## config.mk

```make
export PLATFORM = sky130hd
export DESIGN_NAME = mux_int_arb
export DESIGN_NICKNAME = d
export VERILOG_FILES = /design/src/rtl/mux_int_arb.sv
export SDC_FILE = /design/constraint.sdc
export NUM_CORES = 1
export LEC_CHECK = 0
export CAP_MARGIN = 40
export CORE_MARGIN = 5
export CORE_UTILIZATION = 35
export CTS_CLUSTER_DIAMETER = 200
export DETAILED_ROUTE_END_ITERATION = 6
export PLACE_DENSITY = 0.85
export SLEW_MARGIN = 20
export SYNTH_ARGS = -nofsm -noshare
export SYNTH_HDL_FRONTEND = slang
export SYNTH_SLANG_ARGS = --single-unit
```

## constraint.sdc

```tcl
create_clock -name clk -period 1.69 [get_ports clk]
set_input_delay 0.338 -clock clk [delete_from_list [all_inputs] [get_ports clk]]
set_output_delay 0.338 -clock clk [all_outputs]
set_load 0.005 [all_outputs]
```

## src/rtl/mux_int_arb.sv

```systemverilog
// Round-robin arbiter in front of the two-input mux_int datapath: grants one
// requester at a time, bounds hold time under contention, registers the result.
module mux_int_arb #(
  parameter int DATA_W   = 32,
  parameter int MAX_HOLD = 4
) (
  input  logic              clk,
  input  logic              rst_n,
  input  logic              in_req1,
  input  logic              in_req2,
  input  logic [0:DATA_W-1] in_data1,
  input  logic [0:DATA_W-1] in_data2,
  output logic              out_sel1,
  output logic              out_sel2,
  output logic [0:DATA_W-1] out_data,
  output logic              out_valid,
  output logic              out_src
);

  localparam int CNT_W = (MAX_HOLD > 1) ? $clog2(MAX_HOLD) : 1;
  localparam logic [CNT_W-1:0] HOLD_LAST = CNT_W'(MAX_HOLD - 1);

  typedef enum logic [1:0] {
    IDLE = 2'd0,
    GNT1 = 2'd1,
    GNT2 = 2'd2
  } state_e;

  state_e              state_q, state_d;
  logic [CNT_W-1:0]    hold_q, hold_d;
  logic                ptr_q, ptr_d;
  logic                sel1_q, sel2_q;
  logic [0:DATA_W-1]   data_q, data_d;
  logic                valid_q, valid_d;
  logic                src_q, src_d;
  logic                other_req_s;
  logic                xfer1_s, xfer2_s;

  // State, arbitration bookkeeping and output registers
  always_ff @(posedge clk or negedge rst_n) begin
    if (!rst_n) begin
      state_q <= IDLE;
      hold_q  <= '0;
      ptr_q   <= 1'b0;
      sel1_q  <= 1'b0;
      sel2_q  <= 1'b0;
      data_q  <= '0;
      valid_q <= 1'b0;
      src_q   <= 1'b0;
    end else begin
      state_q <= state_d;
      hold_q  <= hold_d;
      ptr_q   <= ptr_d;
      sel1_q  <= (state_d == GNT1);
      sel2_q  <= (state_d == GNT2);
      data_q  <= data_d;
      valid_q <= valid_d;
      src_q   <= src_d;
    end
  end

  // Next-state: round-robin from IDLE, direct hand-over, forced rotation at hold limit
  always_comb begin
    state_d = state_q;
    case (state_q)
      IDLE: begin
        if (in_req1 && in_req2)  state_d = ptr_q ? GNT2 : GNT1;
        else if (in_req1)        state_d = GNT1;
        else if (in_req2)        state_d = GNT2;
        else                     state_d = IDLE;
      end
      GNT1: begin
        if (!in_req1)                               state_d = in_req2 ? GNT2 : IDLE;
        else if (in_req2 && (hold_q == HOLD_LAST))  state_d = GNT2;
        else                                        state_d = GNT1;
      end
      GNT2: begin
        if (!in_req2)                               state_d = in_req1 ? GNT1 : IDLE;
        else if (in_req1 && (hold_q == HOLD_LAST))  state_d = GNT1;
        else                                        state_d = GNT2;
      end
      default: state_d = IDLE;
    endcase
  end

  // Hold counter only advances while the holder keeps the mux against a waiting peer
  always_comb begin
    case (state_q)
      GNT1:    other_req_s = in_req2;
      GNT2:    other_req_s = in_req1;
      default: other_req_s = 1'b0;
    endcase

    if (state_d != state_q)        hold_d = '0;
    else if (other_req_s)          hold_d = (hold_q == HOLD_LAST) ? hold_q : hold_q + CNT_W'(1);
    else                           hold_d = '0;

    if ((state_d != state_q) && (state_d == GNT1))       ptr_d = 1'b1;
    else if ((state_d != state_q) && (state_d == GNT2))  ptr_d = 1'b0;
    else                                                 ptr_d = ptr_q;
  end

  // Transfer capture: request is sampled together with the registered select
  always_comb begin
    xfer1_s = sel1_q & in_req1;
    xfer2_s = sel2_q & in_req2;
    if (xfer1_s) begin
      data_d  = in_data1;
      src_d   = 1'b0;
      valid_d = 1'b1;
    end else if (xfer2_s) begin
      data_d  = in_data2;
      src_d   = 1'b1;
      valid_d = 1'b1;
    end else begin
      data_d  = data_q;
      src_d   = src_q;
      valid_d = 1'b0;
    end
  end

  assign out_sel1  = sel1_q;
  assign out_sel2  = sel2_q;
  assign out_data  = data_q;
  assign out_valid = valid_q;
  assign out_src   = src_q;

endmodule

```

==> results.txt <==
First-pass GRT wire length: 9520 um
I/O Buffers: 103
Placed inst area: 3200 sq um
Chip height: 85.2 um
Most common cell in the netlist: dfrtp_1
DR iter-0 viols: 52
Final WL: 5870 um
Area grow syn2layout: 73.5%
# DRC: 0
Post-synth ARST share: 1.00
PwrDens: 1550 nW/um^2
Clock slew at reported path FFs: 0.08 ns
Pleak: 0.00156 uW
Critical Path RT: 1.86 ns
Remaining antenna violation count: 0
Cell taking the most area after synthesis: dfrtp_1
Final Non-Filler Cells: 378
Synth Net Count: 262
CTS tree: yes
Setup TNS: 0 ns
Yosys top cell area share: 0.518
Met2 Use GR: 0.287
Clk sinks: 41
Crit-path max FO: 4
Fin area: 3440 sq um
Worst slew pin tran: 0.458 ns
Most used routing layer: met2
CP endpoint kind: flip-flop
Max stage delay on crit path: 0.47 ns
CP arrival: 1.86 ns
Vias per cell: 4.78
Htree depth: 2
Global route overflow: 0
Cell row count: 27
Slew headroom: 0.695
Final period util: 0.998
Status: finished clean
Syn Area/Cell: 10.5 sq um
Core area: 5510 sq um
GPL Wtd Cong: 0.823
Synthesized netlist cell count: 189
GR Util met1: 0.189
Fin crit period: 1.69 ns
DR pass1 iterations: 4
Seq cells post-synth: 41
Mapped Area: 1980 sq um
Critical-path cell list: inv_4 -> ha_4 -> nand2_2 -> a31oi_2 -> nand2b_1 -> o211ai_1 -> nor3_2
Die Footprint: 7260 sq um
Final core area utilization: 0.624
Setup violations, final: 0
Largest net degree at the start of global routing: 53
Top post-synthesis cells by area: dfrtp_1, mux2i_1, o21ai_0
CP top delay family: compound AO/OA/AOI/OAI gates
Diode count: 0
Max Clk Rate: 0.593 GHz
Synth cell count leaders: dfrtp_1, nand2_1, mux2i_1, o21ai_0, clkbuf_1
Clk Latency, worst-skew pair: 0.29 ns
Vias in the first global route: 1,936
Placed insts: 367
Max-Cap Viols: 0
Hold Fails Final Rpt: 0
Crit path kind: flip-flop to flip-flop
# nets final: 379
WP buf/inv: 1
Pwr Total: 5320 uW
Min-delay worst type: flip-flop to flip-flop
Prevailing post-synth register cell: dfrtp_1
Clock skew: 0.00512 ns
Initial antenna violation count: 0
Post-synth EDFFs: 0
Unique cell type count in the Yosys netlist: 22
Post-DR wirelength/cell: 15.5 um
Total CTS buffers: 5
RSZ-0062 raised after global routing: true
Post-DP HPWL: 4380 um
Share of layout cells above drive strength 1: 0.144
Clk buf depth: 2
Die W: 85.2 um
CTS Root Cell: clkbuf_8
Final Max Slew Viols: 0
I/O pins: 104
Sequential area share after synthesis: 0.518
Vias: 1,807
All-Layer GR Usage: 0.163
Crit-path slowest cell: dfrtp_2
Setup crit start kind: flip-flop
Worst vdd rail ir drop: 0.656 mV
Initial Utilization: 0.360
Yosys warns: 0
M3 GR Usage: 0.0592
-- per-stage QoR --
| stage | hold slack (ns) | worst slack [ns] |
|---|---|---|
| floorplan | 0.0424 | 0.0410 |
| global placement | 0.308 | 0.00140 |
| detailed placement | 0.318 | -0.0571 |
| CTS | 0.532 | 0.00362 |
| global route | 0.562 | -0.0441 |
| finish | 0.524 | 0.00335 |
-- layout make-up --
cell class | instances | area [sq um]
well taps | 72 | 90.1
fillers | 464 | 2070
inverters | 3 | 13.8
clock buffers | 5 | 68.8
flip-flops and latches | 41 | 1030
multi-input cells | 134 | 985
repair buffers | 121 | 1220
clock inverters | 2 | 35.0
-- path summary, 6_finish.rpt --
kind / start / to / slack, ns / cells after the start
setup / recovery: state_q[0] / hold_q[1] / 0.003 / 7
hold / removal: out_sel1 / out_valid / 0.52 / 2
setup reg to reg: state_q[0] / hold_q[1] / 0.003 / 7
hold reg to reg: out_sel1 / out_valid / 0.52 / 2
max in group asynchronous: rst_n / out_data[11] / 0.68 / 3
min in group asynchronous: rst_n / out_data[22] / 0.53 / 2
-- layout by cell type, fill, tap and decap left out --
master           instances
a21oi_1                  2
a22oi_1                  1
a31oi_2                  2
and2_2                   1
and2b_4                  1
buf_12                   4
buf_2                    1
buf_4                   12
buf_6                    1
bufinv_16                1
clkbuf_8                 5
clkdlybuf4s50_1        102
clkinv_2                 1
dfrtp_1                 40
dfrtp_2                  1
dlygate4sd3_1            1
ha_1                     1
ha_2                     1
ha_4                     3
inv_1                    1
inv_2                    1
inv_4                    1
mux2i_1                 34
mux2i_2                  1
mux2i_4                  1
nand2_1                 35
nand2_2                  2
nand2b_1                 3
nor2_1                   3
nor2b_1                  2
nor3_2                   2
o211ai_1                 3
o21ai_0                 33
o31ai_4                  2
xor2_1                   1
-- flip-flops by register name, summed over array words and instances (netlist names) --
| name | cells |
|---|---|
| hold_q | 2 |
| out_data | 32 |
| out_sel1 | 1 |
| out_sel2 | 1 |
| out_src | 1 |
| out_valid | 1 |
| ptr_q | 1 |
| state_q | 2 |
-- layer usage --
metal,part of all wire,vias to the layer above,wire (um)
li1,-,887,-
met1,0.40,840,2350
met2,0.50,74,2960
met3,0.086,6,506
met4,0.0099,0,58
met5,0,-,0
-- kinds of logic (layout without fill, tap and decap cells) --
| logic type | after synthesis | after routing | share of synthesized area |
|---|---|---|---|
| and+or+nand+nor | 49 | 49 | 0.107 |
| buffers and inverters | 14 | 131 | 0.0328 |
| DFF | 41 | 41 | 0.518 |
| xor gates and xnor gates | 1 | 1 | 0.00442 |
| adders and majority gates | 5 | 5 | 0.0316 |
| muxes | 36 | 36 | 0.182 |
| AOI/OAI and AO/OA | 43 | 43 | 0.124 |
-- worst min-delay path, delay by kind of cell (launching register included) --
family        cells  cell delay, ns
simple gates      2            0.13
flops             1            0.37
-- power by group --
part	internal, uW	switching, uW
registers	1450	283
logic	1680	1140
clock network	430	335
-- what timing repair did --
item,in CTS,in global routing
hold buffers,1,0
buffers inserted,0,3
pin swaps,1,6
setup endpoints to repair,3,4
gates resized for setup,10,11
endpoints found under the hold margin,4,0
Note: power is estimated with default switching activity, not from simulation.
